**config.mk**
```make
export PLATFORM = sky130hd
export DESIGN_NAME = filterbank_sequencer_flat
export DESIGN_NICKNAME = d
export VERILOG_FILES = /design/src/rtl/filterbank_sequencer_if.sv /design/src/rtl/filterbank_sequencer.sv /design/src/flat_wrapper.sv
export SDC_FILE = /design/constraint.sdc
export NUM_CORES = 1
export LEC_CHECK = 0
export CAP_MARGIN = 10
export CORE_MARGIN = 5
export CORE_UTILIZATION = 46
export CTS_CLUSTER_DIAMETER = 30
export CTS_CLUSTER_SIZE = 16
export DETAILED_ROUTE_END_ITERATION = 12
export GPL_TIMING_DRIVEN = 1
export MAX_ROUTING_LAYER = met4
export PLACE_DENSITY = 0.86
export SKIP_LAST_GASP = 1
export SLEW_MARGIN = 40
export SYNTH_ARGS = -nofsm -noshare
export SYNTH_HDL_FRONTEND = slang
export SYNTH_SLANG_ARGS = --single-unit
export TNS_END_PERCENT = 30
```
**constraint.sdc**
```tcl
create_clock -name clk_in -period 5 [get_ports clk_in]
set_clock_uncertainty 0.15 [all_clocks]
set_input_delay 1.25 -clock clk_in [delete_from_list [all_inputs] [get_ports clk_in]]
set_output_delay 1.25 -clock clk_in [all_outputs]
set_load 0.01 [all_outputs]
```
**src/rtl/filterbank_sequencer_if.sv**
```systemverilog
// Handshake and data bundle between capture, the shared biquad engine
// and the filterbank sequencer.
interface filterbank_sequencer_if #(
    parameter int N_FILTERS    = 16,
    parameter int SAMPLE_WIDTH = 24
);
    localparam int CW = (N_FILTERS > 1) ? $clog2(N_FILTERS) : 1;

    logic                           valid_in;
    logic signed [SAMPLE_WIDTH-1:0] carrier_sample_in;
    logic signed [SAMPLE_WIDTH-1:0] modulator_sample_in;
    logic [N_FILTERS-1:0]           ch_mask_in;
    logic                           engine_done_in;
    logic                           engine_start_out;
    logic [CW-1:0]                  ch_out;
    logic [1:0]                     stage_out;
    logic signed [SAMPLE_WIDTH-1:0] carrier_hold_out;
    logic signed [SAMPLE_WIDTH-1:0] modulator_hold_out;
    logic                           valid_out;
    logic                           busy_out;
    logic                           overrun_out;
    logic                           error_out;
    logic [15:0]                    overrun_count_out;

    modport master (
        output valid_in, carrier_sample_in, modulator_sample_in,
        output ch_mask_in, engine_done_in,
        input  engine_start_out, ch_out, stage_out,
        input  carrier_hold_out, modulator_hold_out,
        input  valid_out, busy_out, overrun_out, error_out,
        input  overrun_count_out
    );

    modport slave (
        input  valid_in, carrier_sample_in, modulator_sample_in,
        input  ch_mask_in, engine_done_in,
        output engine_start_out, ch_out, stage_out,
        output carrier_hold_out, modulator_hold_out,
        output valid_out, busy_out, overrun_out, error_out,
        output overrun_count_out
    );
endinterface

```
**src/rtl/filterbank_sequencer.sv**
```systemverilog
// Shares one biquad engine across all vocoder channels (MOD, ENV, CAR).
// Optional dropped-frame counter: define FBSEQ_OVERRUN_CNT_EN.
module filterbank_sequencer #(
    parameter int N_FILTERS      = 16,
    parameter int SAMPLE_WIDTH   = 24,
    parameter int TIMEOUT_CYCLES = 64
) (
    input logic clk_in,
    input logic rst_in,
    filterbank_sequencer_if.slave bus
);
    localparam int CW = (N_FILTERS > 1) ? $clog2(N_FILTERS) : 1;
    localparam int SW = $clog2(N_FILTERS + 1);
    localparam int TW = $clog2(TIMEOUT_CYCLES);

    typedef enum logic [2:0] {
        IDLE, SEEK, ISSUE, WAIT, DONE
    } state_t;

    state_t state, next;

    logic [SW-1:0]                  ch;
    logic [1:0]                     stage;
    logic [TW-1:0]                  tcnt;
    logic [N_FILTERS-1:0]           mask;
    logic signed [SAMPLE_WIDTH-1:0] car;
    logic signed [SAMPLE_WIDTH-1:0] modl;
    logic                           error;
    logic                           overrun;
    logic [N_FILTERS:0]             mask_ext;

    logic accept, ch_inc, stage_inc, wrap;
    logic tcnt_inc, timeout;

    // Extra zero bit lets ch==N_FILTERS index safely.
    assign mask_ext = {1'b0, mask};

    always_ff @(posedge clk_in) begin
        if (rst_in) state <= IDLE;
        else        state <= next;
    end

    always_comb begin
        next      = state;
        accept    = 1'b0;
        ch_inc    = 1'b0;
        stage_inc = 1'b0;
        wrap      = 1'b0;
        tcnt_inc  = 1'b0;
        timeout   = 1'b0;
        unique case (state)
            IDLE: begin
                if (bus.valid_in) begin
                    accept = 1'b1;
                    next   = SEEK;
                end
            end
            SEEK: begin
                if (ch == SW'(N_FILTERS)) next = DONE;
                else if (!mask_ext[ch])   ch_inc = 1'b1;
                else                      next = ISSUE;
            end
            ISSUE: next = WAIT;
            WAIT: begin
                if (bus.engine_done_in) begin
                    if (stage == 2'd2) begin
                        wrap = 1'b1;
                        next = SEEK;
                    end else begin
                        stage_inc = 1'b1;
                        next      = ISSUE;
                    end
                end else if (tcnt == TW'(TIMEOUT_CYCLES - 1)) begin
                    timeout = 1'b1;
                    next    = IDLE;
                end else begin
                    tcnt_inc = 1'b1;
                end
            end
            DONE: next = IDLE;
            default: next = IDLE;
        endcase
    end

    always_ff @(posedge clk_in) begin
        if (rst_in) begin
            ch      <= '0;
            stage   <= '0;
            tcnt    <= '0;
            mask    <= '0;
            car     <= '0;
            modl    <= '0;
            error   <= 1'b0;
            overrun <= 1'b0;
        end else begin
            overrun <= bus.valid_in && (state != IDLE);
            if (accept) begin
                car   <= bus.carrier_sample_in;
                modl  <= bus.modulator_sample_in;
                mask  <= bus.ch_mask_in;
                ch    <= '0;
                stage <= '0;
            end
            if (ch_inc || wrap) ch <= ch + SW'(1);
            if (wrap)           stage <= '0;
            if (stage_inc)      stage <= stage + 2'd1;
            if (state == ISSUE) tcnt <= '0;
            else if (tcnt_inc)  tcnt <= tcnt + TW'(1);
            if (timeout)        error <= 1'b1;
        end
    end

`ifdef FBSEQ_OVERRUN_CNT_EN
    logic [15:0] ovr_cnt;

    always_ff @(posedge clk_in) begin
        if (rst_in)
            ovr_cnt <= '0;
        else if (overrun && ovr_cnt != 16'hFFFF)
            ovr_cnt <= ovr_cnt + 16'd1;
    end

    assign bus.overrun_count_out = ovr_cnt;
`else
    assign bus.overrun_count_out = '0;
`endif

    assign bus.engine_start_out   = (state == ISSUE);
    assign bus.valid_out          = (state == DONE);
    assign bus.busy_out           = (state != IDLE);
    assign bus.ch_out             = ch[CW-1:0];
    assign bus.stage_out          = stage;
    assign bus.carrier_hold_out   = car;
    assign bus.modulator_hold_out = modl;
    assign bus.overrun_out        = overrun;
    assign bus.error_out          = error;
endmodule

```
**src/flat_wrapper.sv**
```systemverilog
// flat-port wrapper written by rule: the top's interface ports become plain ports
module filterbank_sequencer_flat 
#(
    parameter int N_FILTERS      = 16,
    parameter int SAMPLE_WIDTH   = 24,
    parameter int TIMEOUT_CYCLES = 64
)
  (clk_in, rst_in, bus_valid_in, bus_carrier_sample_in, bus_modulator_sample_in, bus_ch_mask_in, bus_engine_done_in, bus_engine_start_out, bus_ch_out, bus_stage_out, bus_carrier_hold_out, bus_modulator_hold_out, bus_valid_out, bus_busy_out, bus_overrun_out, bus_error_out, bus_overrun_count_out);
  filterbank_sequencer_if #(.N_FILTERS(N_FILTERS), .SAMPLE_WIDTH(SAMPLE_WIDTH)) bus_i ();
  input logic clk_in;
  input logic rst_in;
  input wire logic [$bits(bus_i.valid_in)-1:0] bus_valid_in;
  input wire logic [$bits(bus_i.carrier_sample_in)-1:0] bus_carrier_sample_in;
  input wire logic [$bits(bus_i.modulator_sample_in)-1:0] bus_modulator_sample_in;
  input wire logic [$bits(bus_i.ch_mask_in)-1:0] bus_ch_mask_in;
  input wire logic [$bits(bus_i.engine_done_in)-1:0] bus_engine_done_in;
  output wire logic [$bits(bus_i.engine_start_out)-1:0] bus_engine_start_out;
  output wire logic [$bits(bus_i.ch_out)-1:0] bus_ch_out;
  output wire logic [$bits(bus_i.stage_out)-1:0] bus_stage_out;
  output wire logic [$bits(bus_i.carrier_hold_out)-1:0] bus_carrier_hold_out;
  output wire logic [$bits(bus_i.modulator_hold_out)-1:0] bus_modulator_hold_out;
  output wire logic [$bits(bus_i.valid_out)-1:0] bus_valid_out;
  output wire logic [$bits(bus_i.busy_out)-1:0] bus_busy_out;
  output wire logic [$bits(bus_i.overrun_out)-1:0] bus_overrun_out;
  output wire logic [$bits(bus_i.error_out)-1:0] bus_error_out;
  output wire logic [$bits(bus_i.overrun_count_out)-1:0] bus_overrun_count_out;
  assign bus_i.valid_in = bus_valid_in;
  assign bus_i.carrier_sample_in = bus_carrier_sample_in;
  assign bus_i.modulator_sample_in = bus_modulator_sample_in;
  assign bus_i.ch_mask_in = bus_ch_mask_in;
  assign bus_i.engine_done_in = bus_engine_done_in;
  assign bus_engine_start_out = bus_i.engine_start_out;
  assign bus_ch_out = bus_i.ch_out;
  assign bus_stage_out = bus_i.stage_out;
  assign bus_carrier_hold_out = bus_i.carrier_hold_out;
  assign bus_modulator_hold_out = bus_i.modulator_hold_out;
  assign bus_valid_out = bus_i.valid_out;
  assign bus_busy_out = bus_i.busy_out;
  assign bus_overrun_out = bus_i.overrun_out;
  assign bus_error_out = bus_i.error_out;
  assign bus_overrun_count_out = bus_i.overrun_count_out;
  filterbank_sequencer #(.N_FILTERS(N_FILTERS), .SAMPLE_WIDTH(SAMPLE_WIDTH), .TIMEOUT_CYCLES(TIMEOUT_CYCLES)) u_core (.clk_in(clk_in), .rst_in(rst_in), .bus(bus_i));
endmodule
```
==> impl_results.md, run 1 <==
- Clock Tree Buf Depth: 2
- PortBufs: 126
- Clk sinks: 82
- Final HPWL DP: 5840 um
- Crit path max fanout: 10
- First-pass GRT wire length: 13000 um
- WP data required: 3.60 ns
- Synthesis-to-layout area growth: 40.1%
- Vias: 3033
- Row cnt: 31
- Internal: 1080 uW
- Main synth FF type: dfxtp_1
- Multi-input gate area: 1520 um2
- Max Cap Viol: 0
- Die area: 9200 um2
- Root Driver: clkbuf_8
- Skew-Pair Late Insertion Delay: 0.34 ns
- Share of layout cells above drive strength 1: 0.0526
- Overflow after GRT: 0
- CTS H-tree depth: 3
- Fin crit period: 3.33 ns
- CTS tree: yes
- Net Sw Power: 395 uW
- Largest net degree at the start of global routing: 78
- Combinational fraction of design power: 0.205
- Pwr dens: 309 nW/um2
- Vias in the first global route: 2951
- Initial antenna violation count: 0
- Post-DRT Antenna Nets: 0
- Worst hold slack: 0.305 ns
- Initial Util: 0.471
- WL/cell: 13.0 um
- DR iter-0 viols: 184
- Nets: 599
- Clock network fraction of total power: 0.300
- Mean post-synth cell area: 8.03 um2
- Max-slew violations: 0
- N_diodes: 0
- Critical Path Sink Type: output pin
- RD Place Congestion: 0.777
- Sequential fraction of the synthesis area: 0.483
- Sequential Power Share: 0.495
- Switching share of power: 0.269
- Final Cycle Share: 0.667
- Inserted Clock Buffers: 9
- Crit start category: flip-flop
- Post-synthesis register bit count: 82
- Hold Fails Final Rpt: 0
- Io pins: 143
- F_max: 300 MHz
- Die H: 95.9 um
- Post-synth cell types: 35
- Flip-flop and latch area: 1640 um2
- Final setup fails: 0
- Data arrival, critical path: 1.93 ns
- Status: finished, final reports clean
- Mapped Area: 3400 um2
- Hold Path Class: flip-flop to flip-flop
- Max VDD drop: 0.200 mV
- Cells after Synth: 423
- Fillers: 620
- Leak: 0.00178 uW
- Post-synth EDFFs: 0
- All-Layer GR Usage: 0.185
- Ys async rst share: 0
- DIE WIDTH: 95.9 um
- Vias per cell: 4.81
- Post-CTS setup repair buffer count: 0
- Yosys warns: 0
- Detailed Route WL: 8190 um
- Slew headroom: 0.478
- Post_cts resized: 0
- Placeable Area: 7210 um2
- Post-route DRC: 0
- Worst setup path class: flip-flop to output pin
- Hold-fix buffer count after cts: 0
- Setup TNS: 0 ns
- Placed instance area: 4570 um2
- DRT Pass-1 Iters: 4
- Unrepaired setup endpoints after global routing: false
- Design area: 4760 um2
- Worst-Margin Slew: 0.783 ns
- Clock-pin slew of the registers on the worst-case setup and hold paths: 0.08 ns
critical path, cell delays in order, from the launching register on:
cell and delay (ns):
dfxtp_1 0.39, nor3_1 0.60, inv_1 0.09, clkdlybuf4s50_1 0.51
sequential cells by signal (all words and copies together) (netlist names):
| name | flops |
|---|---|
| u_core.bus.carrier_hold_out | 24 |
| u_core.bus.error_out | 1 |
| u_core.bus.modulator_hold_out | 24 |
| u_core.bus.overrun_out | 1 |
| u_core.bus.stage_out | 2 |
| u_core.ch | 5 |
| u_core.mask | 16 |
| u_core.state | 3 |
| u_core.tcnt | 6 |
power by group through the flow:
stage                     Combinational (uW)  Clock, uW  Sequential [uW]
after floorplan                          155          0              752
after global routing                     333        485              735
final                                    302        441              728
after detailed placement                 304          0              744
after CTS                                306        454              728
after global placement                   297          0              741
through the flow:
step	setup slack [ns]	power, uW	std cells	utilization
2_1_floorplan	2.40	907	438	-
3_3_place_gp	1.68	1040	615	0.633
3_5_place_dp	1.57	1050	615	0.634
4_1_cts	1.64	1490	631	0.659
5_1_grt	1.55	1550	631	0.659
6_report	1.67	1470	631	0.659
final cells by class:
cell class	instances	share of cell area
timing repair buffer	128	0.267
multi-input combinational	300	0.319
clock buffer	14	0.0363
inverter	6	0.00473
clock inverter	2	0.00210
sequential	82	0.345
tap	99	0.0260
cell usage after synthesis (2+ instances only):
master | count | area [um2]
nand4_1 | 2 | 12.5
nor2_1 | 20 | 75.1
a21o_1 | 2 | 15.0
nand4bb_1 | 2 | 22.5
buf_6 | 2 | 22.5
a31oi_1 | 3 | 18.8
clkbuf_1 | 25 | 93.8
nand2b_1 | 2 | 12.5
or2_2 | 2 | 12.5
a21oi_1 | 71 | 355
buf_1 | 2 | 7.51
nor3b_1 | 2 | 15.0
nand3_1 | 6 | 30.0
or3b_1 | 2 | 17.5
ha_1 | 4 | 50.1
mux2i_1 | 3 | 30.0
inv_1 | 5 | 18.8
nor3_1 | 8 | 40.0
and3_1 | 2 | 12.5
mux4_2 | 5 | 113
xor2_1 | 3 | 26.3
buf_4 | 21 | 158
nand2_1 | 136 | 510
dfxtp_1 | 82 | 1640
placed cells by master (no fill, tap or decap):
master / netlist / layout
a31oi_1: 3 / 3
a22o_1: 1 / 1
clkbuf_8: 0 / 12
nand3_1: 6 / 6
a21o_1: 2 / 2
a21oi_1: 71 / 71
nor2_1: 20 / 20
clkinv_2: 0 / 2
clkbuf_1: 25 / 2
buf_2: 0 / 1
mux4_2: 5 / 5
nor3_1: 8 / 8
nand2_4: 0 / 1
nand2b_1: 2 / 2
and3_1: 2 / 2
a2111oi_0: 1 / 1
and2_2: 0 / 1
a2bb2oi_1: 1 / 1
dfxtp_1: 82 / 82
nand4bb_1: 2 / 2
nand2_1: 136 / 135
nand4_1: 2 / 2
or3b_1: 2 / 2
xnor2_1: 1 / 1
mux2i_1: 3 / 3
and4b_1: 1 / 1
conb_1: 1 / 16
nor3b_1: 2 / 2
buf_4: 21 / 2
nand3b_1: 1 / 1
inv_1: 5 / 5
nand4b_1: 1 / 1
a21bo_2: 1 / 1
clkdlybuf4s50_1: 0 / 125
or2_2: 2 / 2
ha_1: 4 / 4
xor2_1: 3 / 3
inv_2: 1 / 1
path summary, 6_finish.rpt:
kind / start / to / slack (ns) / cells after the start
max: u_core.state[1]$_SDFFE_PP0P_ / bus_busy_out / 1.67 / 3
min reg2reg: u_core.bus.modulator_hold_out[22]$_SDFFE_PP0P_ / u_core.bus.modulator_hold_out[22]$_SDFFE_PP0P_ / 0.31 / 2
min: u_core.bus.modulator_hold_out[22]$_SDFFE_PP0P_ / u_core.bus.modulator_hold_out[22]$_SDFFE_PP0P_ / 0.31 / 2
max reg2reg: u_core.ch[3]$_SDFFE_PP0P_ / u_core.ch[2]$_SDFFE_PP0P_ / 2.28 / 5
logic make-up (layout without fill, tap and decap cells):
logic type                 after synthesis  after routing  share of synthesized area
AOI/OAI and AO/OA                       80             80                      0.125
xor gates and xnor gates                 4              4                     0.0103
other                                    1             16                    0.00110
buffers and inverters                   56            150                     0.0895
muxes                                    8              8                     0.0420
and+or+nand+nor                        188            188                      0.234
DFF                                     82             82                      0.483
adders and majority gates                4              4                     0.0147
layer usage:
layer  share of wire  vias to the layer above  GRT usage
met5               0                        -          -
met2            0.49                       91      0.295
li1                -                     1553          -
met4           0.020                        0     0.0841
met3           0.084                       13     0.0641
met1            0.41                     1376      0.209
No activity file was read; power rests on OpenSTA's default activity.
==> run 2, diff against run 1 <==
Settings changed: CORE_UTILIZATION 46 to 38, PLACE_DENSITY 0.86 to 0.76.
Clock period 5 ns to 2.8 ns, I/O delays scaled along.
==> run 2 against run 1 <==
Net effect:
- final cell count grew 2.7%
- via count grew 3.2%
- first-iteration DRC count shrank 58%
- critical path depth shrank 1
- worst setup slack lost 1.4 ns
- combinational power grew 87%
- routed wire length grew 6.8%
- clock power grew 88%
- sequential share of layout area shrank 0.63 points
- register-to-register slack lost 1.9 ns
- critical path type unchanged
==> impl_results.md, run 2 (synthesized netlist as in run 1, its figures left out) <==
- Fin crit period: 2.54 ns
- Nets: 608
- Setup TNS: 0 ns
- Hold path cells: 2
- Multi-input gate area: 1510 um2
- Root Driver: clkbuf_8
- All-Layer GR Usage: 0.162
- Fin cells: 648
- Pwr dens: 556 nW/um2
- CTS tree: yes
- Crit start category: flip-flop
- Unrepaired setup endpoints after global routing: false
- R2R cell count: 5
- Total power: 2690 uW
- Final Cycle Share: 0.906
- FF-to-FF Start: u_core.ch[2]$_SDFFE_PP0P_
- CTS H-tree depth: 3
- First-pass GRT wire length: 14300 um
- Fillers: 807
- Largest net degree at the start of global routing: 49
- WP data required: 1.95 ns
- CP cell instances: nor3b_1 > clkdlybuf4s50_1
- Die H: 105 um
- Slew headroom: 0.658
- PortBufs: 126
- N_diodes: 0
- Detailed Route WL: 8750 um
- CP top delay family: buffers and inverters
- Post_cts resized: 0
- Skew-Pair Late Insertion Delay: 0.33 ns
- Clk sinks: 82
- Vias: 3129
- Worst Path Buf+Inv: 1
- Overflow after GRT: 0
- Worst R2R Setup Slack: 0.33 ns
- Io pins: 143
- DRT Pass-1 Iters: 5
- Hold-fix buffer count after cts: 0
- Hold Path Class: flip-flop to flip-flop
- Post-DRT Antenna Nets: 0
- Slowest-stage cell, CP: clkdlybuf4s50_1
- Post-route DRC: 0
- Max VDD drop: 0.353 mV
- Die area: 10900 um2
- Clock-pin slew of the registers on the worst-case setup and hold paths: 0.08 ns
- Vias per cell: 4.83
- Final setup fails: 0
- Worst Hold Launch: u_core.bus.modulator_hold_out[21]$_SDFFE_PP0P_
- Row cnt: 34
- Data arrival, critical path: 1.69 ns
- Placed cell count: 633
- Crit path max fanout: 10
- Worst-Margin Slew: 0.513 ns
- Final HPWL DP: 6460 um
- Max Cap Viol: 0
- Post-CTS setup repair buffer count: 0
- RD Place Congestion: 0.755
- F_max: 394 MHz
- Synthesis-to-layout area growth: 42.7%
- CP peak stage delay: 0.58 ns
- DIE WIDTH: 105 um
- Leading cell type in the layout, fill and taps excluded: nand2_1
- Leak: 0.00182 uW
- RR Endpoint: u_core.ch[2]$_SDFFE_PP0P_
- Initial antenna violation count: 0
- Max-slew violations: 0
- Most frequent cells in the layout: nand2_1 (135), clkdlybuf4s50_1 (125), dfxtp_1 (82), a21oi_1 (71), nor2_1 (20)
- Flip-flop and latch area: 1640 um2
- Worst setup path class: flip-flop to output pin
- DR iter-0 viols: 78
- Initial Util: 0.389
- WL/cell: 13.5 um
- Fin util: 0.556
- Hold-critical path endpoint: u_core.bus.modulator_hold_out[21]$_SDFFE_PP0P_
- Inserted Clock Buffers: 9
- Share of layout cells above drive strength 1: 0.0667
- Hold Fails Final Rpt: 0
- Critical Path Sink Type: output pin
- Status: finished, final reports clean
- Placeable Area: 8720 um2
- Vias in the first global route: 3033
- Clock Tree Buf Depth: 2
[run 2: cell type report]
class                   instances  area share
clock buffers                  12      0.0300
inverters                       6     0.00465
multi-input cells             300       0.312
well taps                     108      0.0279
clock inverters                 3     0.00826
repair buffers                137       0.279
flip-flops and latches         82       0.339
[run 2: how the worst max path moves through the flow]
stage                                       startpoint                         to  slack [ns]  cells past startpoint
after global placement              bus_engine_done_in  u_core.ch[2]$_SDFFE_PP0P_        0.26                      6
after CTS                 u_core.state[1]$_SDFFE_PP0P_       bus_engine_start_out        0.24                      2
after global routing      u_core.state[1]$_SDFFE_PP0P_       bus_engine_start_out        0.15                      2
final                     u_core.state[1]$_SDFFE_PP0P_       bus_engine_start_out        0.26                      2
after floorplan              u_core.ch[2]$_SDFFE_PP0P_  u_core.ch[2]$_SDFFE_PP0P_        0.35                      7
after detailed placement            bus_engine_done_in  u_core.ch[2]$_SDFFE_PP0P_        0.21                      6
[run 2: where the power goes]
part | total, uW | switching (uW) | internal, uW
clock network | 827 | 397 | 430
logic | 566 | 270 | 296
registers | 1300 | 51.0 | 1250
[run 2: stage by stage]
stage                     hold slack (ns)  area (um2)  setup WS [ns]
after global routing                0.321        4850          0.154
after global placement              0.291        4660          0.264
after floorplan                     0.283        3450          0.351
after CTS                           0.308        4850          0.241
after detailed placement            0.296        4660          0.208
final                               0.304        4850          0.263
[run 2: routing by layer]
metal / vias up / GRT usage / share of wire
met5: - / - / 0
met3: 10 / 0.0401 / 0.056
li1: 1570 / - / -
met2: 93 / 0.255 / 0.49
met4: 0 / 0.0638 / 0.014
met1: 1456 / 0.199 / 0.44
[run 2: worst min-delay path, delay by kind of cell (launching register included)]
family,cells,cell delay (ns)
AOI/OAI and AO/OA,1,0.05
DFF,1,0.31
and+or+nand+nor,1,0.05
